==> src/rtl/tetris_playfield_avl.sv <==
// Tetris playfield renderer with an Avalon-MM slave for the cell grid, palette and control.
// The optional cell grid overlay is built only when TETRIS_PLAYFIELD_GRID_EN is defined.
module tetris_playfield_avl #(
  parameter int unsigned COLS    = 10,
  parameter int unsigned ROWS    = 20,
  parameter int unsigned CELL_PX = 24,
  parameter int unsigned X0      = 200,
  parameter int unsigned Y0      = 0,
  parameter int unsigned IDX_W   = 3
) (
  input  logic        CLK,
  input  logic        RESET,
  input  logic        AVL_READ,
  input  logic        AVL_WRITE,
  input  logic        AVL_CS,
  input  logic [3:0]  AVL_BYTE_EN,
  input  logic [10:0] AVL_ADDR,
  input  logic [31:0] AVL_WRITEDATA,
  output logic [31:0] AVL_READDATA,
  input  logic        PIX_EN,
  input  logic [9:0]  DrawX,
  input  logic [9:0]  DrawY,
  input  logic        blank,
  input  logic        FRAME_START,
  output logic [3:0]  red,
  output logic [3:0]  green,
  output logic [3:0]  blue
);

  localparam int unsigned NCELL = ROWS * COLS;
  localparam int unsigned NPAL  = 1 << IDX_W;
  localparam int unsigned CI_W  = (NCELL > 1) ? $clog2(NCELL) : 1;
  localparam int unsigned FW    = COLS * CELL_PX;
  localparam int unsigned FH    = ROWS * CELL_PX;
  localparam int unsigned SUB_W = 10;
  localparam int unsigned RC_W  = 6;
  localparam logic [SUB_W-1:0] SUB_LAST = SUB_W'(CELL_PX - 1);

  typedef enum logic [1:0] {M_IDLE = 2'd0, M_PLAY = 2'd1, M_OVER = 2'd2} mode_t;

  mode_t mode_q, mode_d;

  logic [IDX_W-1:0] cells [NCELL];
  logic [11:0]      pal   [NPAL];

  logic [1:0]  req_q;
  logic [11:0] bg_q;
  logic        tog_q, frame_ok_q;
  logic [7:0]  fcnt_q;

  logic acc_rd, acc_wr, hit_cell, hit_pal, hit_ctrl;
  logic [CI_W-1:0]  cell_a, rd_a;
  logic [IDX_W-1:0] pal_a;

  logic [SUB_W-1:0] xsub_q, ysub_q, cur_xsub, cur_ysub, ysub_line;
  logic [RC_W-1:0]  col_q, row_q, cur_col, cur_row, row_line;
  logic             x_start, y_start, x_wrap, in_field;
  logic [31:0]      dx, dy;
  logic [10:0]      rd_idx;

  logic             s1_valid, s1_in, s1_grid;
  logic [IDX_W-1:0] s1_idx;
  logic [11:0]      pix_c;

  logic unused_bits;

  // Avalon address decode
  always_comb begin
    acc_rd   = AVL_CS & AVL_READ;
    acc_wr   = AVL_CS & AVL_WRITE;
    hit_cell = 32'(AVL_ADDR) < NCELL;
    hit_pal  = (AVL_ADDR[10] == 1'b1) && (32'(AVL_ADDR[9:0]) < NPAL);
    hit_ctrl = AVL_ADDR == 11'h7FF;
    cell_a   = CI_W'(AVL_ADDR);
    pal_a    = IDX_W'(AVL_ADDR);
  end

  // Cell and palette storage (not reset)
  always_ff @(posedge CLK) begin
    if (acc_wr && hit_cell && AVL_BYTE_EN[0]) cells[cell_a] <= AVL_WRITEDATA[IDX_W-1:0];
    if (acc_wr && hit_pal) begin
      if (AVL_BYTE_EN[0]) pal[pal_a][7:0]  <= AVL_WRITEDATA[7:0];
      if (AVL_BYTE_EN[1]) pal[pal_a][11:8] <= AVL_WRITEDATA[11:8];
    end
  end

  // Control register and frame status
  always_ff @(posedge CLK) begin
    if (!RESET) begin
      req_q      <= 2'd0;
      bg_q       <= 12'd0;
      tog_q      <= 1'b0;
      fcnt_q     <= 8'd0;
      frame_ok_q <= 1'b0;
    end else begin
      if (FRAME_START) begin
        tog_q      <= ~tog_q;
        fcnt_q     <= fcnt_q + 8'd1;
        frame_ok_q <= 1'b1;
      end
      if (acc_wr && hit_ctrl) begin
        if (AVL_BYTE_EN[0]) begin
          req_q     <= AVL_WRITEDATA[1:0];
          bg_q[3:0] <= AVL_WRITEDATA[7:4];
        end
        if (AVL_BYTE_EN[1]) bg_q[11:4] <= AVL_WRITEDATA[15:8];
      end
    end
  end

  // Mode state register
  always_ff @(posedge CLK) begin
    if (!RESET) mode_q <= M_IDLE;
    else        mode_q <= mode_d;
  end

  // Mode next state: the request is only adopted at a frame boundary
  always_comb begin
    mode_d = mode_q;
    if (FRAME_START) begin
      case (req_q)
        2'd1:    mode_d = M_PLAY;
        2'd2:    mode_d = M_OVER;
        default: mode_d = M_IDLE;
      endcase
    end
  end

  // Read data, valid for exactly one cycle after the request
  always_ff @(posedge CLK) begin
    if (!RESET) begin
      AVL_READDATA <= 32'd0;
    end else if (acc_rd) begin
      if (hit_cell)      AVL_READDATA <= 32'(cells[cell_a]);
      else if (hit_pal)  AVL_READDATA <= 32'(pal[pal_a]);
      else if (hit_ctrl) AVL_READDATA <= {fcnt_q, 7'd0, tog_q, bg_q, 2'd0, req_q};
      else               AVL_READDATA <= 32'd0;
    end else begin
      AVL_READDATA <= 32'd0;
    end
  end

  // Current cell position from per-axis counters that restart at the field edge
  always_comb begin
    x_start   = DrawX == 10'(X0);
    y_start   = DrawY == 10'(Y0);
    cur_xsub  = x_start ? '0 : xsub_q;
    cur_col   = x_start ? '0 : col_q;
    x_wrap    = cur_xsub == SUB_LAST;
    ysub_line = y_start ? '0 : ((ysub_q == SUB_LAST) ? '0 : ysub_q + SUB_W'(1));
    row_line  = y_start ? '0 : ((ysub_q == SUB_LAST) ? row_q + RC_W'(1) : row_q);
    cur_ysub  = x_start ? ysub_line : ysub_q;
    cur_row   = x_start ? row_line : row_q;
    dx        = 32'(DrawX) - X0;
    dy        = 32'(DrawY) - Y0;
    in_field  = (dx < FW) && (dy < FH);
    rd_idx    = 11'(cur_row) * 11'(COLS) + 11'(cur_col);
    rd_a      = in_field ? CI_W'(rd_idx) : '0;
  end

  // Counter state advances once per pixel; the row counter once per line
  always_ff @(posedge CLK) begin
    if (!RESET) begin
      xsub_q <= '0;
      col_q  <= '0;
      ysub_q <= '0;
      row_q  <= '0;
    end else if (PIX_EN) begin
      xsub_q <= x_wrap ? '0 : cur_xsub + SUB_W'(1);
      col_q  <= x_wrap ? cur_col + RC_W'(1) : cur_col;
      if (x_start) begin
        ysub_q <= cur_ysub;
        row_q  <= cur_row;
      end
    end
  end

  // Stage-2 colour selection
  always_comb begin
    pix_c = 12'h000;
    if (s1_valid) begin
      if (mode_q == M_IDLE || !s1_in) pix_c = bg_q;
`ifdef TETRIS_PLAYFIELD_GRID_EN
      else if (s1_grid)               pix_c = 12'h444;
`endif
      else if (s1_idx == '0)          pix_c = bg_q;
      else if (mode_q == M_OVER)      pix_c = pal[IDX_W'(NPAL - 1)];
      else                            pix_c = pal[s1_idx];
    end
  end

  // Two-stage pixel pipeline: cell fetch, then colour output
  always_ff @(posedge CLK) begin
    if (!RESET) begin
      s1_valid <= 1'b0;
      s1_in    <= 1'b0;
      s1_grid  <= 1'b0;
      s1_idx   <= '0;
      red      <= 4'd0;
      green    <= 4'd0;
      blue     <= 4'd0;
    end else if (PIX_EN) begin
      s1_valid <= blank & (frame_ok_q | FRAME_START);
      s1_in    <= in_field;
      s1_idx   <= cells[rd_a];
`ifdef TETRIS_PLAYFIELD_GRID_EN
      s1_grid  <= in_field && (cur_xsub == '0 || cur_ysub == '0);
`else
      s1_grid  <= 1'b0;
`endif
      {red, green, blue} <= pix_c;
    end
  end

  // Bits that carry no function in this register map
  always_comb unused_bits = ^{AVL_WRITEDATA[31:16], AVL_BYTE_EN[3:2], rd_idx, s1_grid};

endmodule

==> config.mk <==
export PLATFORM = sky130hd
export DESIGN_NAME = tetris_playfield_avl
export DESIGN_NICKNAME = d
export VERILOG_FILES = /design/src/rtl/tetris_playfield_avl.sv
export SDC_FILE = /design/constraint.sdc
export NUM_CORES = 2
export LEC_CHECK = 0
export CELL_PAD_IN_SITES_DETAIL_PLACEMENT = 1
export CELL_PAD_IN_SITES_GLOBAL_PLACEMENT = 1
export CORE_ASPECT_RATIO = 1.1
export CORE_UTILIZATION = 40
export CTS_BUF_LIST = sky130_fd_sc_hd__clkbuf_8
export DETAILED_ROUTE_END_ITERATION = 12
export GPL_ROUTABILITY_DRIVEN = 0
export GPL_TIMING_DRIVEN = 1
export PLACE_DENSITY_LB_ADDON = 0.2
export SKIP_LAST_GASP = 1
export SLEW_MARGIN = 0
export SYNTH_ARGS = -nofsm -noshare
export SYNTH_HDL_FRONTEND = slang
export SYNTH_SLANG_ARGS = --single-unit
==> constraint.sdc <==
create_clock -name CLK -period 5.5 [get_ports CLK]
set_input_delay 1.1 -clock CLK [delete_from_list [all_inputs] [get_ports CLK]]
set_output_delay 1.1 -clock CLK [all_outputs]
set_load 0.02 [all_outputs]
==> results.cfg <==
[timing]
finClkSkew_ns = 0.0507
max_freq_ghz = 0.187
post-route-period-util_pct = 97.2
maxSlewViolCount = 0
report.final.hold_viol_count = 0
setup_viol = 0
worst_slew_pin_slew_ns = 1.18
fin_crit_ns = 5.35
slew_headroom_pct = 21.6
fin_ws_ns = 0.152

[synth]
yosysMostFrequentCell = edfxtp_1
synth_xor_area_share_pct = 0.698
netlist_top_cells_area = edfxtp_1, mux4_2, dfxtp_1, nand2_1, nor2_1
ys.flop_type = edfxtp_1
synth.area.mux_share_pct = 15.9
syn-cell-area_sq_mm = 0.0389
synth_top_area_cell = edfxtp_1
synth_top_family_by_area = multiplexers
async_flop_share_pct = 0
synthAdderAreaFrac_pct = 0.747
synth_seq_cells = 796
post-synth-top-area-fraction_pct = 53.8
synth_warnings = 0
syn_inst = 3028
synth_compound_area_share_pct = 8.71
seq_area_frac_synth_pct = 58.9
synth-edff-count = 696
synthSimpleGateAreaFrac_pct = 12.3
avgSynthCellArea_sq_um = 12.8
synthDistinctLibCells = 76
yosys-top-cells-count = edfxtp_1, nand2_1, nor2_1

[floorplanning]
ios = 119
die_w_microns = 299
num_rows = 119
dieArea_sq_mm = 0.0985
core-area_sq_mm = 0.0960
initial_core_util_pct = 40.5
die_y_microns = 329

[cts]
cts_buffers = 141
path_clk_slew_ns = 0.06
htreeDepth = 4
cts_root_buffer = clkbuf_8
cts_sinks = 796
tritoncts = done
insertion_delay_ns = 0.86
clockBufferDepth = 3

[layout]
fin_cells = 4725
final_net_count = 3436
areaGrowthSynthToFinish_pct = 18.7
layout-drive-gt1-share_pct = 23.3
design_area_sq_mm = 0.0462

[critical_path]
worstReg2RegStart = ysub_q[6]
slowest_delay_ns = 0.55
crit_required_ns = 6.25
start_kind = primary input
cp_common_cell = ha_1
r2r_setup_slack_ns = 0.44
critPathBufInv = 5
critPathArrivalTime_ns = 6.09
rr_worst_depth = 21
r2r_end = s1_idx[1]
cp.depth = 24
cp-end-kind = register
cp_top_family = simple AND/OR/NAND/NOR gates
crit_start = DrawX[4]
criticalPathCategory = in2reg
slowest_stage = xnor2_1
worstSetupEndpoint = s1_idx[1]
crit_chain = clkdlybuf4s50_1 -> inv_1 -> ha_1 -> nor4b_4 -> nand3_2 -> nor2_2 -> and4_4 -> xnor2_1 -> nor2_1 -> ha_1 -> ha_1 -> ha_1 -> buf_4 -> xnor2_1 -> nand2_1 -> nor3_2 -> buf_4 -> o21ai_0 -> nor3_2 -> a211oi_2 -> buf_4 -> a31oi_2 -> a21oi_1 -> a31oi_1
cp_max_fo = 3

[routing]
ant_nets = 0
vias_per_cell = 6.26
dr_wl_met3_microns = 13300
drc = 0
drt_wl_total_microns = 147000
wl_met2_microns = 69200
drt_iter0_drc = 3306
vias = 29600
highest_layer = met5
wire_per_inst_microns = 31.1
m1WireLength_microns = 57600
firstDrtPassIters = 7

[global_route]
grt_pass1_vias = 31200
track_usage_pct = 29.9
overflow = 0
antenna_found_initial = 4
grt_max_degree = 134
grt_pass1_wl_microns = 215000

[placement]
place_area_sq_mm = 0.0432
dp_cells = 4464
port_buffers = 93
hpwl_microns = 101000
dp_worst_setup_slack_ns = -1.18

[worst_hold_path]
hold_depth = 1
hold_class = reg2reg

[status]
status = finished, final reports clean

[run]
drv_cap = 0

[pwr]
p_leak_nw = 15.4
peakVddDrop_uv = 230
powerDensity_mw_per_mm2 = 277
## cells in the final DEF (no fill, tap or decap), drive strengths merged, types with 52 or more instances in the layout
master,instances
nand2,386
mux4,236
mux2i,81
a21oi,95
clkbuf,153
dfxtp,100
edfxtp,696
buf,313
nor2,368
o21ai,103
clkdlybuf4s50,84
nand3,100
inv,71
nor3,53
o22ai,52
## cells by family after synthesis
family	after synthesis
adders and majority gates	22
other	1
buffers and inverters	258
and+or+nand+nor	1090
xor gates and xnor gates	31
DFF	796
AOI/OAI and AO/OA	507
muxes	323
## stage by stage
| step | utilization (%) | power [mW] | setup TNS, ns | hold WS, ns |
|---|---|---|---|---|
| final | 48.1 | 12.8 | 0 | 0.454 |
| after global routing | 48.1 | 13.1 | -0.0668 | 0.481 |
| after floorplan | - | 7.10 | 0 | 0.428 |
| after global placement | 45.0 | 7.46 | -2.88 | 0.435 |
| after detailed placement | 45.0 | 7.47 | -3.11 | 0.446 |
| after CTS | 47.9 | 12.9 | 0 | 0.459 |
## registers in the layout, indices dropped and copies added (netlist names)
register / cells
AVL_READDATA: 25
bg_q: 12
blue: 4
cells: 600
col_q: 6
fcnt_q: 8
frame_ok_q: 1
green: 4
mode_q: 2
pal: 96
red: 4
req_q: 2
row_q: 6
s1_idx: 3
s1_in: 1
s1_valid: 1
tog_q: 1
xsub_q: 10
ysub_q: 10
## power breakdown
| group | leakage (nW) | switching (mW) | internal (mW) |
|---|---|---|---|
| logic | 6.77 | 0.475 | 0.301 |
| registers | 7.06 | 0.0135 | 6.57 |
| clock network | 1.56 | 2.61 | 2.84 |
## cell type report
| type | instances | area (sq um) |
|---|---|---|
| fillers | 9915 | 49900 |
| flip-flops and latches | 796 | 22900 |
| multi-input cells | 1980 | 15300 |
| repair buffers | 398 | 3560 |
| clock buffers | 152 | 2090 |
| well taps | 1270 | 1590 |
| clock inverters | 105 | 636 |
| inverters | 22 | 87.6 |
| diodes | 2 | 5.00 |
## metal layers
layer / global-route usage (%) / vias to the layer above
li1: - / 12300
met3: 7.16 / 380
met4: 14.1 / 6
met5: 0 / -
met1: 38.4 / 15300
met2: 48.0 / 1562
## repair_timing
action                                  in CTS  in global routing
pin swaps                                    4                 13
endpoints found under the setup margin       3                  3
hold buffers                                 0                  0
buffers inserted                             1                  1
gates resized for setup                     10                 29
## worst reg2reg max path, delay by kind of cell, from the launching register on
family,cells,cell delay [ns]
fa+ha+maj,3,0.91
simple gates,8,1.89
compound gates,5,0.69
xor+xnor,2,0.66
flops,1,0.35
buf+inv,3,0.50
## how the worst min path moves through the flow
stage / from / to
6_report: frame_ok_q / frame_ok_q
5_1_grt: frame_ok_q / frame_ok_q
4_1_cts: frame_ok_q / frame_ok_q
3_5_place_dp: frame_ok_q / frame_ok_q
3_3_place_gp: frame_ok_q / frame_ok_q
2_1_floorplan: frame_ok_q / frame_ok_q
No activity file was read; power rests on OpenSTA's default activity.
